**src/rtl/ahb_master_arbiter.sv**
```systemverilog
// Round-robin arbiter/sequencer for the shared AHB master port.
// Owners: RC4 engine, edge-detect writer (ED), source-image reader (SI).
// A grant is held for a whole run. MAX_BEATS bounds how long an owner keeps
// the port while another requester waits. Every owner change inserts one
// dead HANDOFF cycle.
module ahb_master_arbiter #(
   parameter int unsigned MAX_BEATS = 16
) (
   input  logic        clk,
   input  logic        n_rst,
   input  logic        rc4_req,
   input  logic        ed_req,
   input  logic        si_req,
   input  logic [31:0] rc4_wdata,
   input  logic [19:0] rc4_pixNum,
   input  logic [1:0]  rc4_mode,
   input  logic [15:0] ed_wdata,
   input  logic [19:0] ed_wpixNum,
   input  logic [19:0] si_rpixNum,
   input  logic [31:0] rdata,
   input  logic        data_feedback,
   output logic        rc4_gnt,
   output logic        ed_gnt,
   output logic        si_gnt,
   output logic [31:0] rc4_rdata,
   output logic [31:0] si_rdata,
   output logic        rc4_dfb,
   output logic        ed_dfb,
   output logic        si_dfb,
   output logic [1:0]  mode,
   output logic [19:0] pixNum,
   output logic [31:0] wdata,
   output logic [1:0]  size,
   output logic        startAddr_sel,
   output logic        busy
);

   typedef enum logic [2:0] {StIdle, StGrantRc4, StGrantEd, StGrantSi, StHandoff} state_e;

   localparam logic [1:0] OwnRc4 = 2'd0;
   localparam logic [1:0] OwnEd  = 2'd1;
   localparam logic [1:0] OwnSi  = 2'd2;

   state_e      state_q, state_d;
   logic [1:0]  last_q, last_d;
   logic [7:0]  beats_q, beats_d;
   logic [8:0]  beats_inc;
   logic        own_req, other_req;
   logic [1:0]  cur_owner;

   // Next GRANT state when searching after the previous owner; the previous
   // owner comes last, so it only wins again when nobody else is asking.
   function automatic state_e rr_pick(input logic [1:0] last_owner, input logic [2:0] req);
      state_e pick;
      pick = StIdle;
      case (last_owner)
         OwnRc4: begin
            if (req[1])      pick = StGrantEd;
            else if (req[2]) pick = StGrantSi;
            else if (req[0]) pick = StGrantRc4;
         end
         OwnEd: begin
            if (req[2])      pick = StGrantSi;
            else if (req[0]) pick = StGrantRc4;
            else if (req[1]) pick = StGrantEd;
         end
         default: begin
            if (req[0])      pick = StGrantRc4;
            else if (req[1]) pick = StGrantEd;
            else if (req[2]) pick = StGrantSi;
         end
      endcase
      return pick;
   endfunction

   assign rc4_gnt = (state_q == StGrantRc4);
   assign ed_gnt  = (state_q == StGrantEd);
   assign si_gnt  = (state_q == StGrantSi);
   assign busy    = rc4_gnt | ed_gnt | si_gnt;

   // Beats and read data reach only the current owner; pulses outside a grant are dropped.
   assign rc4_dfb   = rc4_gnt & data_feedback;
   assign ed_dfb    = ed_gnt & data_feedback;
   assign si_dfb    = si_gnt & data_feedback;
   assign rc4_rdata = rc4_gnt ? rdata : 32'h0;
   assign si_rdata  = si_gnt ? rdata : 32'h0;

   assign cur_owner = ed_gnt ? OwnEd : (si_gnt ? OwnSi : OwnRc4);
   assign own_req   = (rc4_gnt & rc4_req) | (ed_gnt & ed_req) | (si_gnt & si_req);
   assign other_req = rc4_gnt ? (ed_req | si_req) :
                      ed_gnt  ? (rc4_req | si_req) : (rc4_req | ed_req);
   // Includes the pulse arriving this cycle so the budget check sees it.
   assign beats_inc = {1'b0, beats_q} + {8'h00, data_feedback};

   // State, last-owner pointer and beat counter registers.
   always_ff @(posedge clk or negedge n_rst) begin
      if (!n_rst) begin
         state_q <= StIdle;
         last_q  <= OwnSi;
         beats_q <= 8'h00;
      end else begin
         state_q <= state_d;
         last_q  <= last_d;
         beats_q <= beats_d;
      end
   end

   // Arbitration and grant release.
   always_comb begin
      state_d = state_q;
      last_d  = last_q;
      beats_d = beats_q;
      unique case (state_q)
         StIdle, StHandoff: begin
            state_d = rr_pick(last_q, {si_req, ed_req, rc4_req});
         end
         StGrantRc4, StGrantEd, StGrantSi: begin
            if (!own_req || ((beats_inc >= 9'(MAX_BEATS)) && other_req)) begin
               state_d = StHandoff;
               last_d  = cur_owner;
               beats_d = 8'h00;
            end else if (beats_inc >= 9'(MAX_BEATS)) begin
               beats_d = 8'h00;
            end else begin
               beats_d = beats_inc[7:0];
            end
         end
         default: state_d = StIdle;
      endcase
   end

   // Master-side signals driven from the registered owner.
   always_comb begin
      mode          = 2'b00;
      pixNum        = 20'h0;
      wdata         = 32'h0;
      size          = 2'b10;
      startAddr_sel = 1'b0;
      unique case (state_q)
         StGrantRc4: begin
            mode   = rc4_mode;
            pixNum = rc4_pixNum;
            wdata  = rc4_wdata;
         end
         StGrantEd: begin
            mode          = 2'b10;
            pixNum        = ed_wpixNum;
            wdata         = {16'h0000, ed_wdata};
            size          = 2'b01;
            startAddr_sel = 1'b1;
         end
         StGrantSi: begin
            mode   = 2'b01;
            pixNum = si_rpixNum;
         end
         default: ;
      endcase
   end

endmodule

```
**config.mk**
```make
export PLATFORM = sky130hd
export DESIGN_NAME = ahb_master_arbiter
export DESIGN_NICKNAME = d
export VERILOG_FILES = /design/src/rtl/ahb_master_arbiter.sv
export SDC_FILE = /design/constraint.sdc
export NUM_CORES = 1
export LEC_CHECK = 0
export CORE_AREA = 3 3 107 109
export CTS_CLUSTER_DIAMETER = 100
export DETAILED_ROUTE_END_ITERATION = 10
export DIE_AREA = 0 0 110 112
export DONT_BUFFER_PORTS = 1
export GPL_TIMING_DRIVEN = 0
export SKIP_LAST_GASP = 1
export SYNTH_ARGS = -nofsm -noshare
export SYNTH_HDL_FRONTEND = slang
export SYNTH_SLANG_ARGS = --single-unit
export TNS_END_PERCENT = 20
```
**constraint.sdc**
```tcl
create_clock -name clk -period 2.11 [get_ports clk]
set_input_delay 0.422 -clock clk [delete_from_list [all_inputs] [get_ports clk]]
set_output_delay 0.422 -clock clk [all_outputs]
set_load 0.1 [all_outputs]
```
==> results.ini, run 1 <==
[yosys]
synth_area_per_cell_um2=7.744
ys_top_cells_by_area=and2_1 (27%), dfrtp_1 (15%), mux2_2 (12%)
yosys_register_bits=13
synth_fp_nets=409
synth_top_family_by_area=simple AND/OR/NAND/NOR gates
netlist_area_um2=2006
synth_cells=259
synthAdderAreaFrac=0.01248
synth.distinct_cells=40
synth_compound_area_frac=0.2414
yosysWarnings=0
synth-simple-area-share=0.3768
synth_area_leader_cell=and2_1
synth_xor_area_frac=0.008734
ys_seq_area_frac=0.1628
synthMuxAreaShare=0.1179
synthDominantCellAreaShare=0.2682

[placed_design]
dp_hpwl_um=7541
gp_congestion=0.8386
numPortBuffers=0
post-place-ws_ns=-0.9809

[timing]
finalSetupViolations=118
timing.final.ws_setup_ns=-0.4306
skew_ns=0.002575
rsz0062_at_grt=true
tightest_slew_ns=0.9629
period_needed_ns=2.541
hold_viol_final=0
timing.final.crit_share=1.204
slew_headroom=0.3626
fmax_mhz=393.6
maxSlewViolCount=0

[setup_path]
max_stage_delay_ns=0.50
path_cells=buf_6, nor3_4, clkbuf_16, clkinvlp_4, nand2_8
rrSetupSlack_ns=0.14
slowest_stage=clkinvlp_4
path_buf_inv=3
cp_data_arrival_time_ns=2.12
cp-start-kind=flip-flop
end_kind=output pin
crit_type=flip-flop to output pin
crit_fanout=7
cp.required_ns=1.69
cp_top_family=buffers and inverters

[layout]
antennaDiodeCount=0
post-route-util=0.3050
layout-drive-gt1-share=0.7778
nNetsFinal=439
syn_to_final_growth_pct=62.69

[floorplan]
die_height_um=112
ioPinCount=276
start_util=0.1875
rows=38
coreArea_um2=10700
dieArea_um2=12320
die_w_um=110

[clock_network]
clkTransAtPathRegs_ns=0.05
cts_tree=yes
clockRootBuffer=clkbuf_8
numCtsBuffers=3
clock-sinks=13
clkLatencyLatePin_ns=0.24
clockBufferDepth=2
htreeDepth=1

[grt]
grt_usage=0.1422
grt_start_max_net_pins=13
grt_overflow=0
grt_pass1_wl_um=13060
antenna_found_initial=0
grt_pass1_vias=2291

[routing]
firstDrtPassIters=4
drc_errors=0
vias=2157
ant_nets=0
via_per_inst=5.040
detail_route.wl_per_cell_um=22.82
drt_first_iter_violations=91
wirelength_um=9767

[outcome]
violations=negative setup slack
status=finished, violations left

[hold_path]
hold_class=input port to async pin

[job]
drv_cap=0

-- layout by cell type (no fill, tap or decap), types with 3 or more instances in the layout --
cell / n
clkbuf_2: 5
buf_8: 4
mux2_2: 21
and2_1: 5
nor2_4: 23
buf_12: 3
clkbuf_16: 4
nand2_1: 6
nor2_1: 6
buf_4: 19
o21ai_0: 3
a22o_1: 3
buf_6: 6
dfrtp_1: 11
and2_4: 72
a22o_4: 16
clkbuf_8: 8
a22oi_1: 9
and2_2: 10
a22oi_2: 11
-- cell usage after synthesis (all sizes together) --
cell and count:
clkbuf 16, a2111oi 1, or3 1, nor2b 1
o22ai 1, a22oi 20, nand3 1, a41oi 1
ha 2, mux2 21, dfrtp 12, buf 10
a21boi 1, a21o 2, nand2b 1, nor3b 2
dfstp 1, a22o 21, a21oi 2, o211ai 2
a31oi 1, nor2 29, nor3 1, o31ai 1
nand2 9, and2b 1, or2 1, and2 87
inv 4, o21ai 3, xnor2 2, o41ai 1
-- routing by layer --
metal  wire (µm)  up-vias  global-route usage
li1            -      952                   -
met1        3715     1022              0.1658
met2        5291      176              0.2759
met3         682        7             0.01159
met4          78        0             0.02743
met5           0        -                   0
-- state kept, by name (all words and copies together) (netlist names) --
name     flops
beats_q      8
state_q      3
last_q       2
-- worst paths after layout --
check	cells after the start	start	endpoint
min in group clk	2	rc4_req	state_q[0]
hold reg to reg	1	beats_q[7]	beats_q[7]
hold / removal	0	n_rst	last_q[1]
setup reg to reg	7	beats_q[0]	last_q[0]
max in group asynchronous	1	n_rst	state_q[1]
setup / recovery	5	state_q[0]	mode[1]
-- cell families (layout without fill, tap and decap cells) --
| logic type | count (synthesis) | after routing |
|---|---|---|
| AO/OA/AOI/OAI | 57 | 57 |
| XOR/XNOR | 2 | 2 |
| adder cells (fa/ha/maj) | 2 | 2 |
| buffers and inverters | 30 | 59 |
| flip-flops | 13 | 13 |
| multiplexers | 21 | 21 |
| AND/OR/NAND/NOR | 134 | 134 |
-- per-stage QoR --
step | cells | instance area (µm²) | setup TNS, ns | hold WS, ns
5_1_grt | 428 | 3263 | -33.61 | 0.01108
2_1_floorplan | 259 | 2181 | -21.46 | 0.1264
3_5_place_dp | 399 | 2356 | -84.44 | 0.1269
3_3_place_gp | 399 | 2356 | -79.64 | 0.1268
6_report | 428 | 3263 | -24.07 | 0.01803
4_1_cts | 427 | 3126 | -34.21 | 0.01543
-- timing repair --
item,4_1_cts,5_1_grt
hold buffers,1,0
setup buffers,19,1
resized for setup,191,52
hold endpoints to repair,12,0
pin swaps,29,20
cloned,4,1
setup endpoints to repair,127,130
-- layout make-up --
class	count	area (µm²)
buffer	25	294.0
clock buffer	4	45.04
fill	1077	7435
inverter	4	22.52
multi-input combinational	216	2115
sequential	13	327.8
tap	140	175.2
timing repair buffer	26	284.0
Power of run 1 is not shown: default switching activity piles up to over one toggle a cycle in this logic, so the estimate is an artifact.
==> run 2: changes to the inputs <==
--- a/config.mk
+++ b/config.mk
@@ -6,12 +6,14 @@
 export NUM_CORES = 1
 export LEC_CHECK = 0
 export CORE_AREA = 3 3 107 109
+export CTS_BUF_LIST = sky130_fd_sc_hd__clkbuf_8
 export CTS_CLUSTER_DIAMETER = 100
 export DETAILED_ROUTE_END_ITERATION = 10
 export DIE_AREA = 0 0 110 112
 export DONT_BUFFER_PORTS = 1
 export GPL_TIMING_DRIVEN = 0
 export SKIP_LAST_GASP = 1
+export SLEW_MARGIN = 20
 export SYNTH_ARGS = -nofsm -noshare
 export SYNTH_HDL_FRONTEND = slang
 export SYNTH_SLANG_ARGS = --single-unit
==> constraint.sdc (replaced) <==
create_clock -name clk -period 3.2 [get_ports clk]
set_input_delay 0.64 -clock clk [delete_from_list [all_inputs] [get_ports clk]]
set_output_delay 0.64 -clock clk [all_outputs]
set_load 0.1 [all_outputs]
==> run 2 against run 1 <==
  * The run still ends with negative setup slack left
  * First-iteration DRC count fell by 23%
  * Sequential share of layout area up 3.3 points
  * Global-route usage down 0.57 points
  * Via count decreased by 2.2%
  * Worst hold slack gained 0.057 ns
  * Worst setup slack improved by 0.36 ns
==> results.ini, run 2 (synthesized netlist as in run 1, its figures left out) <==
[clock_network]
cts_tree=yes
cts_hold_buf=0  ; -1
post_cts_buffers=0  ; -19
clock-sinks=13  ; unchanged
clockRootBuffer=clkbuf_8
clkTransAtPathRegs_ns=0.06  ; about the same
numCtsBuffers=3  ; unchanged
clkLatencyLatePin_ns=0.25  ; about the same
htreeDepth=1  ; unchanged
clockBufferDepth=2  ; unchanged

[timing]
period_needed_ns=3.270
finalSetupViolations=42  ; -64%
maxSlewViolCount=0  ; unchanged
hold_viol_final=0  ; unchanged
fin_tns_setup_ns=-1.576  ; +22.49 ns
timing.final.crit_share=1.022
rsz0062_at_grt=true
timing.final.ws_setup_ns=-0.07021  ; +0.3604 ns
slew_headroom=0.2708  ; -0.09172
fmax_mhz=305.8
skew_ns=0.007642  ; +0.005067 ns
tightest_slew_ns=1.093  ; +0.1297 ns

[grt]
grt_usage=0.1365  ; -0.005652
antenna_found_initial=0  ; unchanged
grt_pass1_wl_um=12310  ; -5.8%
grt_start_max_net_pins=14  ; +1
grt_overflow=0  ; unchanged
grt_pass1_vias=2091  ; -8.7%

[floorplan]
die_height_um=112  ; unchanged
start_util=0.1875  ; unchanged
coreArea_um2=10700  ; unchanged
rows=38  ; unchanged
ioPinCount=276  ; unchanged
die_w_um=110  ; unchanged
dieArea_um2=12320  ; unchanged

[setup_path]
startpoint=state_q[2]
crit_type=flip-flop to output pin
reg2reg_from=beats_q[0]
path_cells=clkbuf_8, nand2b_1, nor2_1, buf_2, a22o_1
crit_fanout=10  ; +3
cp_top_family=compound AO/OA/AOI/OAI gates
cp_data_arrival_time_ns=2.63  ; +0.51 ns
cp-start-kind=flip-flop
cp.required_ns=2.56  ; +0.87 ns
path_buf_inv=2  ; -1
end_kind=output pin
slowest_stage=a22o_1
max_stage_delay_ns=0.83  ; +0.33 ns

[placed_design]
numPortBuffers=0  ; unchanged
gp_congestion=0.8460  ; +0.88%
dp.cells=399  ; unchanged
placed_cell_area_um2=2238  ; -5.0%
dp_hpwl_um=8163  ; +8.2%

[layout]
post-route-util=0.2282  ; -0.07684
top_register=beats_q
regArea_um2=326.6  ; -0.38%
layout.cells.non_filler=404  ; -5.6%
syn_to_final_growth_pct=21.71
layout-drive-gt1-share=0.5095  ; -0.2683
layout_commonest_cell=and2_1
multi_input_area_um2=1693  ; -20%
fill_cells=1173  ; +8.9%
final_cell_mix=and2_1 (37), and2_2 (32), nor2_2 (22)
nNetsFinal=414  ; -5.7%
biggestRegsByFlops=beats_q (8), state_q (3), last_q (2)
stdcell_area_um2=2441  ; -25%
largest_reg_flops=8  ; unchanged

[routing]
via_per_inst=5.220  ; +3.6%
wirelength_um=9524  ; -2.5%
vias=2109  ; -2.2%
firstDrtPassIters=4  ; unchanged
drt_first_iter_violations=70  ; -23%
ant_nets=0  ; unchanged
drc_errors=0  ; unchanged
detail_route.wl_per_cell_um=23.57  ; +3.3%

[hold_path]
hold_class=input port to async pin

[outcome]
status=finished, violations left
violations=negative setup slack

[job]
drv_cap=0  ; unchanged

-- run 2: routing by layer --
layer | share of wire | track usage
met1 | 0.36 | 0.1563
met3 | 0.097 | 0.01623
met4 | 0.018 | 0.04323
met5 | 0 | 0
met2 | 0.52 | 0.2565
-- run 2: final cells by class --
class                   instances  area share
well taps                     140     0.07176
plain buffers                  26     0.07381
clock buffers                   3     0.01691
inverters                       4    0.007688
clock inverters                 1    0.001538
flip-flops and latches         13      0.1338
multi-input cells             216      0.6935
diodes                          1    0.001025
-- run 2: metrics by stage --
step	setup WS, ns	hold slack (ns)
global route	-0.2708	0.05960
detailed placement	-0.5922	0.3449
finish	-0.07021	0.07525
CTS	-0.2118	0.07037
floorplan	-0.1561	0.3444
global placement	-0.8357	0.3448
-- run 2: what timing repair did --
action                                  in CTS  in global routing
gates resized for setup                     64                 22
endpoints found under the setup margin     111                 98
pin swaps                                    0                  1
gates cloned                                 0                  0
-- run 2: worst register-to-register path: stages, from the launching register on --
cell and delay (ns):
dfrtp_1 0.38, ha_1 0.23, ha_1 0.24, a31oi_1 0.21, a41oi_2 0.08, o211ai_1 0.28, nand2_2 0.15, a22o_2 0.27
-- run 2: final timing paths --
| path | endpoint | slack, ns | cells after the start |
|---|---|---|---|
| worst max-delay path | wdata[0] | -0.07 | 5 |
| worst min-delay path | beats_q[1] | 0.08 | 0 |
| worst max register to register | last_q[0] | 1.24 | 7 |
| worst min register to register | beats_q[5] | 0.49 | 1 |
| max in group asynchronous | last_q[1] | 2.95 | 0 |
| min in group clk | beats_q[5] | 0.49 | 1 |
Power of run 2 is left out for the same reason.
==> RTL change 1, RTL diff (config.mk and constraints of run 2) <==
Re-encode `state_e` (5 states) as one-hot, 5 bits wide.
--- a/src/rtl/ahb_master_arbiter.sv
+++ b/src/rtl/ahb_master_arbiter.sv
@@ -35,7 +35,7 @@
    output logic        busy
 );
 
-   typedef enum logic [2:0] {StIdle, StGrantRc4, StGrantEd, StGrantSi, StHandoff} state_e;
+   typedef enum logic [4:0] {StIdle = 5'b00001, StGrantRc4 = 5'b00010, StGrantEd = 5'b00100, StGrantSi = 5'b01000, StHandoff = 5'b10000} state_e;
 
    localparam logic [1:0] OwnRc4 = 2'd0;
    localparam logic [1:0] OwnEd  = 2'd1;
Function: same outputs for any inputs over 10 cycles, from zero or initial values and one cycle with n_rst low; not proved beyond that.
==> RTL change 1 against run 2 <==
- the flow still finishes with violations (negative setup slack)
- core utilization about the same
- non-clock buffer count increased by 6
- worst setup slack improved by 0.016 ns
- sequential cell count increased by 2
- wire length decreased by 0.23%
- register-to-register slack got worse by 0.36 ns
- cell area increased by 0.21%
- area after synthesis increased by 0.44%
- first-iteration DRC count increased by 120%
- global-route usage decreased by 0.58 points
==> RTL change 1: results (changes against run 2) <==
- Dpl cell area: 2190 sq um (-2.1%)
- Register area share after synthesis: 18.8% (+2.5 points)
- Critical path arrival: 2.61 ns (-0.02 ns)
- First-pass iteration count of the detailed router: 4 (unchanged)
- Setup violations, final: 41 (-2.4%)
- R2r endpoint: beats_q[2]$_DFFE_PN0N_
- Wirelength, routed: 9.50 mm (-0.23%)
- Worst min-delay path class: input port to async pin
- Worst VDD drop: 0.000684 V
- Total vias in the final route: 2109 (unchanged)
- Maximum buffer depth of the clock tree: 2 (unchanged)
- Setup slack after layout: -0.0545 ns (+0.0157 ns)
- Global Route Usage Sum: 13.1% (-0.58 points)
- Outcome: finished with violations
- DR iter-0 viols: 153 (+120%)
- Gpl congestion: 0.799 (-5.6%)
- Post-CTS resize count: 24 (-63%)
- Reg2Reg Setup Slack: 0.88 ns (-0.36 ns)
- Critical path destination: rc4_rdata[0]
- First-pass GRT wire length: 12.2 mm (-1.3%)
- Share of cells above drive strength 1: 30.9% (-20 points)
- Vias in the first global route: 1951 (-6.7%)
- H-tree levels: 1 (unchanged)
- Initial antenna violation count: 0 (unchanged)
- IO Port Bufs: 0 (unchanged)
- Most frequent cells after synthesis: and2_1 (88), nand2_1 (45), a22o_1 (18), dfrtp_1 (13)
- Post-Syn Instances: 262 (+1.2%)
- Worst R2R Path Depth: 7 (unchanged)
- Slew HR: 26.7% (-0.35 points)
- CP delay by family, top: simple AND/OR/NAND/NOR gates
- Finished Layout Cells: 415 (+2.7%)
- Cell variety after synth: 47 (+18%)
- R2r startpoint: state_q[1]$_DFFE_PN0P_
- Comb. pwr: ~3.0 mW
- Nets: 426 (+2.9%)
- CP peak stage delay: 0.85 ns (+0.02 ns)
- Internal power: 0.777 mW
- Setup Skew: 0.00176 ns (-0.00588 ns)
- Setup Buffers After CTS: 2 (+2)
- Failing checks: negative setup slack
- CTS root buf: clkbuf_8
- Pwr/cell area: ~1400 nW/um^2
- Placed insts: 402 (+0.75%)
- Net Count, Synth: 412 (+0.73%)
- Antenna cells: 0 (-1)
- Top post-synthesis cells by area: and2_1 (27%), dfrtp_1 (16%), nand2_1 (8.4%), a22o_1 (7.8%), a22oi_2 (6.2%)
- CTS Buf Count: 3 (unchanged)
- Clk pin slew, worst setup/hold paths: 0.06 ns (about the same)
- Maximum number of pins on one net before global-route repair: 16 (+2)
- Clk_lat worst skew: around 0.24 ns
- Crit-path slowest cell: and2_1
- Final TNS setup: -1.06 ns (+0.518 ns)
- Final HPWL DP: 8.01 mm (-1.9%)
- Critical path startpoint: state_q[4]$_DFFE_PN0P_
- Post-place setup slack: -0.345 ns (+0.247 ns)
- Largest registers: beats_q: 8 flops, state_q: 5 flops, last_q: 2 flops
[RTL change 1: changes by cell type after synthesis, moves of 4 or more]
cell and delta:
a22oi_1 -10, a22oi_2 +10, clkbuf_1 -4, mux2_2 -21
nand2_1 +38, nor2_1 -26
[RTL change 1: metal layers]
| metal | vias to the layer above | GRT usage (%) | share of wire [%] |
|---|---|---|---|
| met4 | 0 | 0.748 | 0.095 |
| met1 | 1041 | 18.7 | 43 |
| met2 | 132 | 21.0 | 48 |
| li1 | 934 | - | - |
| met5 | - | 0 | 0 |
| met3 | 2 | 2.84 | 8.6 |
[RTL change 1: worst min path at each step]
stage	end	slack (ns)	cells after the start
2_1_floorplan	beats_q[0]$_DFFE_PN0N_	0.34	0
3_3_place_gp	beats_q[1]$_DFFE_PN0N_	0.34	0
3_5_place_dp	beats_q[2]$_DFFE_PN0N_	0.34	0
4_1_cts	beats_q[4]$_DFFE_PN0N_	0.08	0
5_1_grt	beats_q[4]$_DFFE_PN0N_	0.07	0
6_report	beats_q[1]$_DFFE_PN0N_	0.09	0
[RTL change 1: cell families (layout without fill, tap and decap cells)]
kind of cell / Yosys count / count (layout) / synth area share [%]
flip-flops: 15 / 15 / 18.8
adder cells (fa/ha/maj): 2 / 2 / 1.24
AND/OR/NAND/NOR: 155 / 155 / 44.1
XOR/XNOR: 2 / 2 / 0.870
buffers and inverters: 27 / 40 / 7.95
AO/OA/AOI/OAI: 61 / 61 / 27.1
[RTL change 1: layout make-up]
type	instances	area (sq um)
Buffer	23	156
Clock buffer	3	41.3
Clock inverter	1	5.00
Fill cell	1167	8250
Inverter	4	18.8
Multi-Input combinational cell	220	1580
Sequential cell	15	379
Tap cell	140	175
Timing Repair Buffer	9	88.8
==> RTL change 2, RTL diff (flow settings as in run 2) <==
Made on the original files. `MAX_BEATS`: 16 -> 15.
--- a/src/rtl/ahb_master_arbiter.sv
+++ b/src/rtl/ahb_master_arbiter.sv
@@ -4,7 +4,7 @@
 // the port while another requester waits. Every owner change inserts one
 // dead HANDOFF cycle.
 module ahb_master_arbiter #(
-   parameter int unsigned MAX_BEATS = 16
+   parameter int unsigned MAX_BEATS = 15
 ) (
    input  logic        clk,
    input  logic        n_rst,
Function: no difference found for any inputs over 10 cycles, from zero or initial values and one cycle with n_rst low; that may be too few to reach the edited logic, so the function may still have changed.
==> RTL change 2 against run 2 <==
- the run still ends with negative setup slack left
- synthesized cell count increased by 18%
- critical path depth unchanged
- non-clock buffer count increased by 2
- sequential cell count unchanged
- wire length increased by 7.6%
- worst setup slack improved by 0.0036 ns
- area after synthesis increased by 5.8%
- cell area increased by 6.9%
Power is not shown: default switching activity piles up to over one toggle a cycle in this logic, so the estimate is an artifact.
==> RTL change 2: results (changes against run 2) <==
- Clk_lat worst skew: 0.25 ns (about the same)
- Post-synth ARST share: 100% (unchanged)
- Failing checks: negative setup slack
- Global Route Usage Sum: 14.7% (+1.1 points)
- Antenna cells: 0 (-1)
- DR iter-0 viols: 139 (+99%)
- Setup Buffers After CTS: 0 (unchanged)
- Final Hold Slack: 0.0793 ns (+0.00408 ns)
- Top post-synthesis cells by area: and2_1 (25%), dfrtp_1 (14%), mux2i_1 (10%), nor2_1 (8.8%), a22o_1 (7.0%)
- Crit-path slowest cell: a22o_1
- Crit-path max FO: 10 (unchanged)
- Fillcell total: 1180 (+0.60%)
- Post-Syn Instances: 305 (+18%)
- Most used DFF post-synth: dfrtp_1
- Critical path startpoint: state_q[2]$_DFFE_PN0P_
- Register area share after synthesis: 15.4% (-0.89 points)
- Slew HR: 24.8% (-2.3 points)
- CP peak stage delay: 0.91 ns (+0.08 ns)
- Worst min-delay path class: input port to async pin
- IO Port Bufs: 0 (unchanged)
- R2r endpoint: beats_q[1]$_DFFE_PN0N_
- Yosys warns: 0 (unchanged)
- Clk pin slew, worst setup/hold paths: 0.06 ns (about the same)
- First-pass iteration count of the detailed router: 4 (unchanged)
- Reg2Reg Setup Slack: 0.92 ns (-0.32 ns)
- Gpl congestion: 0.860 (+1.7%)
- Initial antenna violation count: 0 (unchanged)
- Final HPWL DP: 8.73 mm (+6.9%)
- Net Count, Synth: 455 (+11%)
- Critical path destination: wdata[1]
- Share of cells above drive strength 1: 38.8% (-12 points)
- R2r startpoint: state_q[1]$_DFFE_PN0P_
- First-pass GRT wire length: 13.3 mm (+8.2%)
- Setup Skew: 0.00221 ns (-0.00543 ns)
- CTS root buf: clkbuf_8
- Finished Layout Cells: 449 (+11%)
- Total vias in the final route: 2356 (+12%)
- Most frequent cells after synthesis: and2_1 (86), nor2_1 (50), a21oi_1 (23), mux2i_1 (22), a22o_1 (17)
- CTS Buf Count: 3 (unchanged)
- Worst R2R Path Depth: 6 (-1)
- Maximum buffer depth of the clock tree: 2 (unchanged)
- Setup violations, final: 7 (-83%)
- Wirelength, routed: 10.2 mm (+7.6%)
- CP delay by family, top: compound AO/OA/AOI/OAI gates
- Setup slack after layout: -0.0666 ns (+0.00360 ns)
- Largest registers: beats_q: 8 flops, state_q: 3 flops, last_q: 2 flops
- Maximum number of pins on one net before global-route repair: 14 (unchanged)
- Cell variety after synth: 45 (+13%)
- Outcome: finished with violations
- Die W: 110 um (unchanged)
- H-tree levels: 1 (unchanged)
- Vias in the first global route: 2214 (+5.9%)
- Final TNS setup: -0.230 ns (+1.35 ns)
## RTL change 2: cell types whose count changed in the layout (fill, tap and decap cells not counted), moves of 20 or more
cell / run 2 / this run
a21oi_1: 2 / 23
nor2_1: 7 / 27
mux2_2: 21 / 0
and2_2: 32 / 53
a22oi_1: 20 / 0
mux2i_1: 0 / 22
## RTL change 2: what timing repair did
action | in CTS | in global routing
resized for setup | 83 | 17
pin swaps | 0 | 0
setup endpoints to repair | 101 | 67
## RTL change 2: cells by family (layout without fill, tap and decap cells)
| family | count (synthesis) | count (layout) | synth area share (%) |
|---|---|---|---|
| and+or+nand+nor | 166 | 166 | 43.2 |
| AOI/OAI and AO/OA | 67 | 67 | 22.4 |
| buffers and inverters | 35 | 39 | 7.43 |
| adders and majority gates | 2 | 2 | 1.18 |
| DFF | 13 | 13 | 15.4 |
| muxes | 22 | 22 | 10.4 |
## RTL change 2: metal layers
metal	vias to the layer above	GRT usage (%)	share of wire [%]
met4	0	5.15	1.7
met3	12	3.01	11
met2	192	24.7	48
met1	1108	18.5	39
met5	-	0	0
li1	1044	-	-
## RTL change 2: cell type report
cell class                 instances  area (sq um)  share of cell area [%]
inverter                           7          30.0                    1.15
multi-input combinational        257          1880                    72.1
sequential                        13           327                    12.5
tap                              140           175                    6.71
clock inverter                     1          3.75                   0.144
clock buffer                       3          41.3                    1.58
buffer                            28           151                    5.80
## RTL change 2: per-stage QoR
stage | utilization (%) | setup slack [ns] | cell area (sq um)
after floorplan | - | -0.151 | 2130
after global placement | 21.5 | -0.636 | 2300
after detailed placement | 22.0 | -0.413 | 2360
after CTS | 23.6 | -0.162 | 2530
after global routing | 24.4 | -0.145 | 2610
final | 24.4 | -0.0666 | 2610
